--- config.mk ---
export PLATFORM = sky130hd
export DESIGN_NAME = partial_sum_accumulator
export DESIGN_NICKNAME = d
export VERILOG_FILES = /design/src/rtl/partial_sum_accumulator.sv
export SDC_FILE = /design/constraint.sdc
export NUM_CORES = 1
export LEC_CHECK = 0
export CORE_ASPECT_RATIO = 1.1
export CORE_UTILIZATION = 45
export DETAILED_ROUTE_END_ITERATION = 6
export GPL_ROUTABILITY_DRIVEN = 0
export PLACE_DENSITY_LB_ADDON = 0.25
export RECOVER_POWER = 25
export SLEW_MARGIN = 20
export SYNTH_ARGS = -nofsm -noshare
export SYNTH_HDL_FRONTEND = slang
export SYNTH_SLANG_ARGS = --single-unit
--- constraint.sdc ---
create_clock -name clk -period 4.3 [get_ports clk]
set_input_delay 0.645 -clock clk [delete_from_list [all_inputs] [get_ports clk]]
set_output_delay 0.645 -clock clk [all_outputs]
set_load 0.01 [all_outputs]
--- src/rtl/partial_sum_accumulator.sv ---
// Framed multi-operand accumulator: folds unsigned TERM_W-bit terms into a
// wrapping ACC_W-bit sum and hands the result, term count and flags downstream.
module partial_sum_accumulator #(
  parameter int TERM_W    = 43,
  parameter int ACC_W     = 45,
  parameter int CNT_W     = 8,
  parameter int MAX_TERMS = 255
) (
  input  logic              clk,
  input  logic              rst,
  input  logic              in_valid,
  output logic              in_ready,
  input  logic [TERM_W-1:0] in_data,
  input  logic              in_last,
  output logic              out_valid,
  input  logic              out_ready,
  output logic [ACC_W-1:0]  out_sum,
  output logic [CNT_W-1:0]  out_count,
  output logic              out_ovf,
  output logic              out_trunc
);

  typedef enum logic [1:0] {
    IDLE = 2'd0,
    ACC  = 2'd1,
    DONE = 2'd2
  } state_t;

  localparam logic [CNT_W-1:0] MAX_CNT = CNT_W'(MAX_TERMS);

  state_t           state;
  state_t           next_state;
  logic [ACC_W-1:0] acc;
  logic [CNT_W-1:0] cnt;
  logic             ovf;
  logic             trunc;
  logic             accept;
  logic             hit_max;
  logic [CNT_W-1:0] cnt_inc;
  logic [ACC_W:0]   sum_ext;

  // Zero-extended add: bit ACC_W of the result is the carry out of the accumulator.
  function automatic logic [ACC_W:0] add_term(input logic [ACC_W-1:0] a,
                                              input logic [TERM_W-1:0] t);
    add_term = {1'b0, a} + {{(ACC_W + 1 - TERM_W){1'b0}}, t};
  endfunction

  assign accept  = in_valid & in_ready;
  assign cnt_inc = cnt + {{(CNT_W - 1){1'b0}}, 1'b1};
  assign hit_max = (cnt_inc == MAX_CNT);
  assign sum_ext = add_term(acc, in_data);

  // State register.
  always_ff @(posedge clk) begin
    if (rst) begin
      state <= IDLE;
    end else begin
      state <= next_state;
    end
  end

  // Next-state logic: a frame closes on in_last or when the term budget is used up.
  always_comb begin
    next_state = state;
    case (state)
      IDLE, ACC: begin
        if (accept) begin
          if (in_last || hit_max) begin
            next_state = DONE;
          end else begin
            next_state = ACC;
          end
        end else begin
          next_state = state;
        end
      end
      DONE: begin
        if (out_ready) begin
          next_state = IDLE;
        end else begin
          next_state = DONE;
        end
      end
      default: next_state = IDLE;
    endcase
  end

  // Handshake outputs decoded from the registered state only.
  always_comb begin
    in_ready  = 1'b0;
    out_valid = 1'b0;
    case (state)
      IDLE, ACC: begin
        in_ready  = ~rst;
        out_valid = 1'b0;
      end
      DONE: begin
        in_ready  = 1'b0;
        out_valid = 1'b1;
      end
      default: begin
        in_ready  = 1'b0;
        out_valid = 1'b0;
      end
    endcase
  end

  // Accumulator datapath; cleared on the output handshake so IDLE always starts from zero.
  always_ff @(posedge clk) begin
    if (rst) begin
      acc   <= {ACC_W{1'b0}};
      cnt   <= {CNT_W{1'b0}};
      ovf   <= 1'b0;
      trunc <= 1'b0;
    end else if (state == DONE) begin
      if (out_ready) begin
        acc   <= {ACC_W{1'b0}};
        cnt   <= {CNT_W{1'b0}};
        ovf   <= 1'b0;
        trunc <= 1'b0;
      end else begin
        acc   <= acc;
        cnt   <= cnt;
        ovf   <= ovf;
        trunc <= trunc;
      end
    end else if (accept) begin
      acc   <= sum_ext[ACC_W-1:0];
      cnt   <= cnt_inc;
      ovf   <= ovf | sum_ext[ACC_W];
      trunc <= hit_max & ~in_last;
    end else begin
      acc   <= acc;
      cnt   <= cnt;
      ovf   <= ovf;
      trunc <= trunc;
    end
  end

  assign out_sum   = acc;
  assign out_count = cnt;
  assign out_ovf   = ovf;
  assign out_trunc = trunc;

endmodule
Yosys cells after proc, flatten, opt, wreduce, memory -nomap -nowiden --
Index checks and enable logic that the tools add are counted.
Operators by class: bitwise gates (word level) 5, multiplexer cells 17, reduce and logical (&&, ||, !) cells 5, $add $sub $neg 2, eq/ne operators 5
Operators with widths (count):
- 2-to-1 mux 45 bit | 3
- adder 45 x 43 -> 46 bit | 1
- 2-to-1 mux 8 bit | 3
- adder 8 x 1 -> 8 bit (second input constant) | 1
- == test 8 bit (second input constant) | 1
- 2-to-1 mux 1 bit | 7
- 2-to-1 mux 2 bit | 3
- != test 2 bit (second input constant) | 2
- one-hot mux 2 bit (2 select lines) | 1
- AND 1 bit | 2
- == test 2 x 1 -> 1 bit (second input constant) | 1
- == test 2 bit (second input constant) | 1
- logical NOT 2 bit | 1
- NOT 1 bit | 2
- AND reduction 2 bit | 1
- nonzero test 2 bit | 1
- OR reduction 2 bit | 1
- logical OR 1 bit | 1
- bitwise OR 1 bit | 1
Storage, ports and cells: register bits 57, input port bits 48

Depth between registers and ports, before layout --
Gate-level depths: netlist of the first run.
depth after elaboration 6, mapped depth 11, mapped depth without buffers 11

Worst setup path after synthesis of the first run --
No wires, ideal clock.
kind input to register, from input in_data[0], to register acc[40], in the netlist out_sum[40], data required time 4216 ps, setup slack 1482 ps, path buffers 0, arrival time 2733 ps, setup time 84 ps, stages on the path 11, cells stage by stage ha_1 inv_1 fa_1 nor2b_1 o2111ai_1 a21oi_1 nand2_2 a311oi_2 o2111ai_1 and3_1 o31ai_2
Between the ends: longest elaborated chain between the ends 3
RTL lines:
- from (decl) | RTL line 13 | input logic [TERM_W-1:0] in_data,
- adder 45 x 43 -> 46 bit | RTL line 45 | add_term = {1'b0, a} + {{(ACC_W + 1 - TERM_W){1'b0}}, t};
- 2-to-1 mux 45 bit | RTL line 127 | end else if (accept) begin
- 2-to-1 mux 45 bit | RTL line 115 | end else if (state == DONE) begin
- to (signal assigned) | RTL line 111 | acc <= {ACC_W{1'b0}};
- to (signal assigned) | RTL line 117 | acc <= {ACC_W{1'b0}};
- to (signal assigned) | RTL line 128 | acc <= sum_ext[ACC_W-1:0];
- to (decl) | RTL line 33 | logic [ACC_W-1:0] acc;
No other way between the ends. The select of a mux whose other input is x is not followed. A chain may end at the register's enable or synchronous reset.

Worst setup path after layout of the first run --
from input in_data[0], to register acc[44], in the netlist out_sum[44]
Same word-level chain as after synthesis.

==> flow_summary.yaml, run 1 <==
setup_path:
  cp.depth: 12
  path_cells: "clkdlybuf4s50_1 > ha_1 > inv_1 > fa_1 > nor2b_1 > o2111ai_1 > a21oi_1 > nand2_2 > a311oi_2 > o21ai_0 > o22ai_1 > mux2i_1"
  required_ns: 4.58
  critPathBufInv: 2
  r2r-end: "out_sum[44]"
  cp.arrival_ns: 3.64
  endpoint: "out_sum[44]"
  max_stage_delay_ns: 0.46
  cp-start-kind: "primary input"
  r2r_slack_ns: 1.29
  worstRegToRegCells: 11
  crit_fanout: 4
  critical_path_class: "in2reg"
  reg2reg_from: "out_sum[0]"
  cp_top_family: "compound AO/OA/AOI/OAI gates"
  end_kind: "flip-flop"
  crit_start: "in_data[0]"
  critPathSlowestCell: "clkdlybuf4s50_1"
power:
  p_int_mw: 1.37
  p_per_area_nw_per_um2: 407
  p_clk_share_pct: 20.7
  p_leak_nw: 2.47
  power_switching_share_pct: 42.3
  power_frac_comb_pct: 50.3
  vdd_drop_max_v: 0.000272
  power.switching_mw: 1.00
  finalPower_mw: 2.37
  pwr-share-seq_pct: 29.0
run_status:
  outcome: "complete, but fails checks"
  violations: "design-rule violations"
floorplanning:
  die_h_um: 107
  core_area_um2: 9840
  dieWidth_um: 97.8
  dieArea_um2: 10500
  start_util_pct: 46.2
  rows: 38
  ios: 105
logic_synthesis:
  synth_nets: 699
  ys_async_sr_fraction_pct: 0
  synth-main-ff-cell: "dfxtp_1"
  synth-seq-area-share_pct: 25.1
  synth_cells: 605
  synth-seq-cells: 57
  synth_edf_count: 0
  synth_area_um2: 4550
  synth_warnings: 0
  syn_avg_cell_area_um2: 7.52
  ys_types: 55
global_routing:
  track_usage_pct: 23.4
  grt_pass1_wl_um: 20200
  overflow: 0
  grt_start_max_net_pins: 53
  grt_pass1_vias: 4392
  antenna_found_initial: 0
drt:
  dr.pass1.iters: 7
  drt_iter0_drc: 205
  wirelength_um: 12300
  wl_per_cell_um: 15.0
  avgViaCountPerCell: 5.75
  drc_errors: 12
  dr_total_vias: 4695
  drt.antenna.violating_nets: 0
place:
  dp.final_hpwl_um: 9290
  io_buffers: 104
  place_inst: 801
sta:
  post-route-period-util_pct: 78.2
  tightest_slew_ns: 0.727
  finalSetupViolations: 0
  period_needed_ns: 3.36
  fmax_mhz: 297
  timing.final.hold_violations: 0
  finClkSkew_ns: 0.0150
  slew_violations: 0
  rsz0062_at_grt: "false"
  setup_tns_ns: 0
  hold_ws_ns: 0.460
  maxSlewHeadroom_pct: 51.5
clocking:
  numCtsBuffers: 9
  clkLatencyLatePin_ns: 0.36
  root_buffer: "clkbuf_8"
  cts_buffer_depth: 2
  cts-resized-gates: 0
  cts.sinks: 57
  clk_pin_slew_worst_paths_ns: 0.08
  cts_tree: "done"
  postCtsSetupRepairBufs: 0
  htree_levels: 3
  cts_hold_buf: 0
hold_path:
  hold_path_depth: 2
  holdCritPathClass: "reg2reg"
final_layout:
  final_cells: 817
  nets: 786
  num_antenna_cells: 0
  final_util_pct: 59.1
  drive_above_1_share_pct: 4.02
  syn2layout_area_growth_pct: 28.0
run:
  drv_cap: 0
[cells in the final DEF (no fill, tap or decap), types with 6 or more instances in the layout]
cell type,n
and3_1,8
clkbuf_8,9
a211oi_1,6
nor2b_1,6
a21oi_1,51
a21o_1,24
dfxtp_1,57
nand3_1,11
xor2_1,19
o21ai_0,64
nor2_1,48
dlygate4sd3_1,28
inv_1,18
nand2_1,78
a31oi_1,9
xnor2_1,21
ha_1,45
nor3_1,13
nand4_1,21
clkdlybuf4s50_1,76
o211ai_1,6
[per-layer routing]
metal | track usage, % | up-vias | part of all wire [%]
met2 | 40.8 | 131 | 48
met3 | 3.44 | 23 | 5.5
met1 | 28.7 | 2167 | 44
met5 | 0 | - | 0
li1 | - | 2374 | -
met4 | 9.96 | 0 | 2.6
[cell type report]
| cell class | instances | area [um^2] |
|---|---|---|
| Clock inverter | 7 | 61.3 |
| Tap cell | 120 | 150 |
| Timing Repair Buffer | 106 | 1060 |
| Clock buffer | 9 | 124 |
| Sequential cell | 57 | 1140 |
| Multi-Input combinational cell | 500 | 3220 |
| Inverter | 18 | 67.6 |
| Fill cell | 900 | 4020 |
[metrics by stage]
| stage | area (um^2) | setup WS (ns) |
|---|---|---|
| global placement | 5630 | 0.736 |
| floorplan | 4550 | 1.48 |
| finish | 5820 | 0.936 |
| CTS | 5820 | 0.970 |
| detailed placement | 5630 | 0.606 |
| global route | 5820 | 0.737 |
[cells by family (layout without fill, tap and decap cells)]
group / Yosys count / in the layout / share of synthesized area (%)
muxes: 3 / 3 / 0.660
buffers and inverters: 48 / 140 / 4.16
AOI/OAI and AO/OA: 207 / 207 / 28.6
DFF: 57 / 57 / 25.1
and+or+nand+nor: 204 / 204 / 20.9
adders and majority gates: 46 / 46 / 12.8
xor gates and xnor gates: 40 / 40 / 7.71
[worst reg2reg max path: cells and delay by family (launching register included)]
kind                       cells  cell delay (ns)
DFF                            1             0.37
buffers and inverters          1             0.07
muxes                          1             0.22
and+or+nand+nor                2             0.32
adders and majority gates      2             0.60
AOI/OAI and AO/OA              5             1.34
[state kept, by name, summed over array words and instances (netlist names)]
| signal | flops |
|---|---|
| out_ovf | 1 |
| out_sum | 45 |
| out_trunc | 1 |
| out_count | 8 |
| state | 2 |
[worst min-delay path by stage]
stage	from	end	slack (ns)
after global routing	out_sum[9]	out_sum[9]	0.50
after detailed placement	out_sum[31]	out_sum[31]	0.46
after CTS	out_sum[31]	out_sum[31]	0.47
final	out_sum[31]	out_sum[31]	0.46
after floorplan	state[1]	state[0]	0.44
after global placement	out_sum[31]	out_sum[31]	0.45
[cells in the mapped netlist, types with 3 or more instances]
library cell	instances	share of area (%)
o21ai_0	64	7.0
clkbuf_1	25	2.1
and2_1	3	0.41
o21a_1	4	0.66
and3_1	8	1.1
nand3_1	11	1.2
inv_1	18	1.5
ha_1	45	12
nand3b_1	3	0.50
xnor2_1	21	4.0
o31ai_1	3	0.50
dfxtp_1	57	25
a211o_1	3	0.58
nor2_1	49	4.0
nand2b_1	3	0.41
a21o_1	24	4.0
xor2_1	19	3.7
nand4_1	21	2.9
buf_2	4	0.44
a22oi_1	4	0.66
a211oi_1	6	0.99
a21oi_1	51	5.6
o21ai_1	4	0.44
mux2i_1	3	0.66
a31oi_1	9	1.2
o21bai_1	5	0.83
o211ai_1	6	0.99
nor2b_1	6	0.83
nor3_1	13	1.4
nand2_1	78	6.4
[power by group through the flow]
stage               Combinational (mW)  Clock [mW]  Sequential, mW
global placement                  1.18           0           0.698
finish                            1.19       0.491           0.686
detailed placement                1.19           0           0.700
global route                      1.31       0.521           0.700
floorplan                        0.771           0           0.729
CTS                               1.20       0.497           0.689
Note: power is estimated with default switching activity, not from simulation.
==> run 2: changes to the inputs <==
Clock period 4.3 ns to 2.7 ns, I/O delays scaled along.
==> flow_summary.yaml, run 2 (synthesis results as in run 1) <==
global_routing:
  grt_pass1_vias: 5359
  overflow: 0
  grt_start_max_net_pins: 53
  antenna_found_initial: 0
  track_usage_pct: 27.5
  grt_pass1_wl_um: 23600
drt:
  avgViaCountPerCell: 5.66
  dr_total_vias: 5316
  wirelength_um: 14400
  drt.antenna.violating_nets: 0
  dr.pass1.iters: 7
  wl_per_cell_um: 15.3
  drt_iter0_drc: 237
  drc_errors: 13
setup_path:
  crit_start: "in_data[6]"
  crit_fanout: 4
  cp-start-kind: "primary input"
  max_stage_delay_ns: 0.41
  path_cells: "clkdlybuf4s50_1 > ha_1 > buf_4 > o21ai_1 > a211oi_2 > a22oi_2 > buf_4 > a211oi_4 > o21ai_2 > o31ai_2 > buf_4 > a311o_1 > nand3_1"
  critPathSlowestCell: "clkdlybuf4s50_1"
  cpMostUsedCell: "buf_4"
  critical_path_class: "in2reg"
  required_ns: 2.95
  cp.arrival_ns: 2.85
  end_kind: "flip-flop"
  reg2reg_from: "out_sum[0]"
final_layout:
  final_cell_mix: "buf_4, nand2_1, clkdlybuf4s50_1"
  drive_above_1_share_pct: 22.3
  num_antenna_cells: 0
  syn2layout_area_growth_pct: 54.7
  largest_reg_flops: 45
  design_area_um2: 7030
  n_fill_cell: 766
  final_common_cell: "buf_4"
  nets: 909
floorplanning:
  rows: 38
  core_area_um2: 9840
  ios: 105
  dieWidth_um: 97.8
  dieArea_um2: 10500
  die_h_um: 107
  start_util_pct: 46.2
sta:
  fmax_mhz: 384
  finalSetupViolations: 0
  period_needed_ns: 2.60
  maxSlewHeadroom_pct: 37.3
  slew_violations: 0
  post-route-period-util_pct: 96.3
  finClkSkew_ns: 0.0144
  timing.final.hold_violations: 0
  tightest_slew_ns: 0.941
  fin_ws_ns: 0.0987
power:
  p_per_area_nw_per_um2: 647
  vdd_drop_max_v: 0.000376
  p_leak_nw: 3.10
place:
  dpl_cell_area_um2: 6490
  io_buffers: 104
  dp.final_hpwl_um: 10700
  place_ws_ns: -0.552
clocking:
  cts.sinks: 57
  numCtsBuffers: 9
  clk_pin_slew_worst_paths_ns: 0.08
  cts_buffer_depth: 2
  cts_tree: "done"
  clkLatencyLatePin_ns: 0.36
  cts_hold_buf: 0
  htree_levels: 3
  root_buffer: "clkbuf_8"
run_status:
  outcome: "complete, but fails checks"
  violations: "design-rule violations"
hold_path:
  holdCritPathClass: "reg2reg"
  hp-start: "out_sum[31]"
run:
  drv_cap: 0
run 2: changes by cell type in the layout (fill, tap and decap cells not counted), moves of 6 or more:
cell / change
o21ai_0: -8
ha_4: +8
ha_1: -9
buf_4: +121
o21ai_1: +6
run 2: metrics by stage:
step	utilization, %	power (mW)	TNS (ns)	cells	hold slack [ns]
2_1_floorplan	-	2.39	0	605	0.436
3_3_place_gp	65.9	3.48	-9.43	915	0.449
3_5_place_dp	65.9	3.54	-10.85	915	0.457
4_1_cts	69.1	4.43	0	934	0.467
5_1_grt	71.5	4.86	-0.0433	940	0.487
6_report	71.5	4.55	0	940	0.461
run 2: power breakdown:
part           switching, mW  internal, mW  total, mW
sequential             0.127         0.981       1.11
clock                  0.402         0.429      0.832
combinational           1.27          1.34       2.61
run 2: timing repair:
action                     CTS  global route
setup buffers                3             6
pin swaps                   14            18
setup endpoints to repair   15            26
resized for setup           23            37
run 2: worst paths after layout:
| kind | slack, ns | end | cells past startpoint |
|---|---|---|---|
| worst max-delay path | 0.1 | out_sum[43] | 13 |
| worst min-delay path | 0.46 | out_sum[31] | 2 |
| worst min register to register | 0.46 | out_sum[31] | 2 |
| worst max register to register | 0.14 | out_sum[29] | 11 |
run 2: final cells by class:
type | count | area [um^2] | share of cell area [%]
Multi-Input combinational cell | 500 | 3500 | 49.7
Timing Repair Buffer | 229 | 1980 | 28.1
Sequential cell | 57 | 1140 | 16.3
Tap cell | 120 | 150 | 2.13
Clock buffer | 10 | 128 | 1.81
Clock inverter | 6 | 67.6 | 0.961
Inverter | 18 | 67.6 | 0.961
run 2: critical path: cells and delay by family:
kind / cells / cell delay, ns
AO/OA/AOI/OAI: 7 / 1.19
buffers and inverters: 4 / 0.89
adder cells (fa/ha/maj): 1 / 0.30
AND/OR/NAND/NOR: 1 / 0.07
run 2: routing by layer:
| metal | routed length [um] | share of wire [%] | global-route usage (%) | vias to the layer above |
|---|---|---|---|---|
| met2 | 7290 | 51 | 49.6 | 160 |
| met4 | 473 | 3.3 | 12.6 | 0 |
| li1 | - | - | - | 2620 |
| met3 | 829 | 5.8 | 5.65 | 42 |
| met5 | 0 | 0 | 0 | - |
| met1 | 5810 | 40 | 31.1 | 2494 |
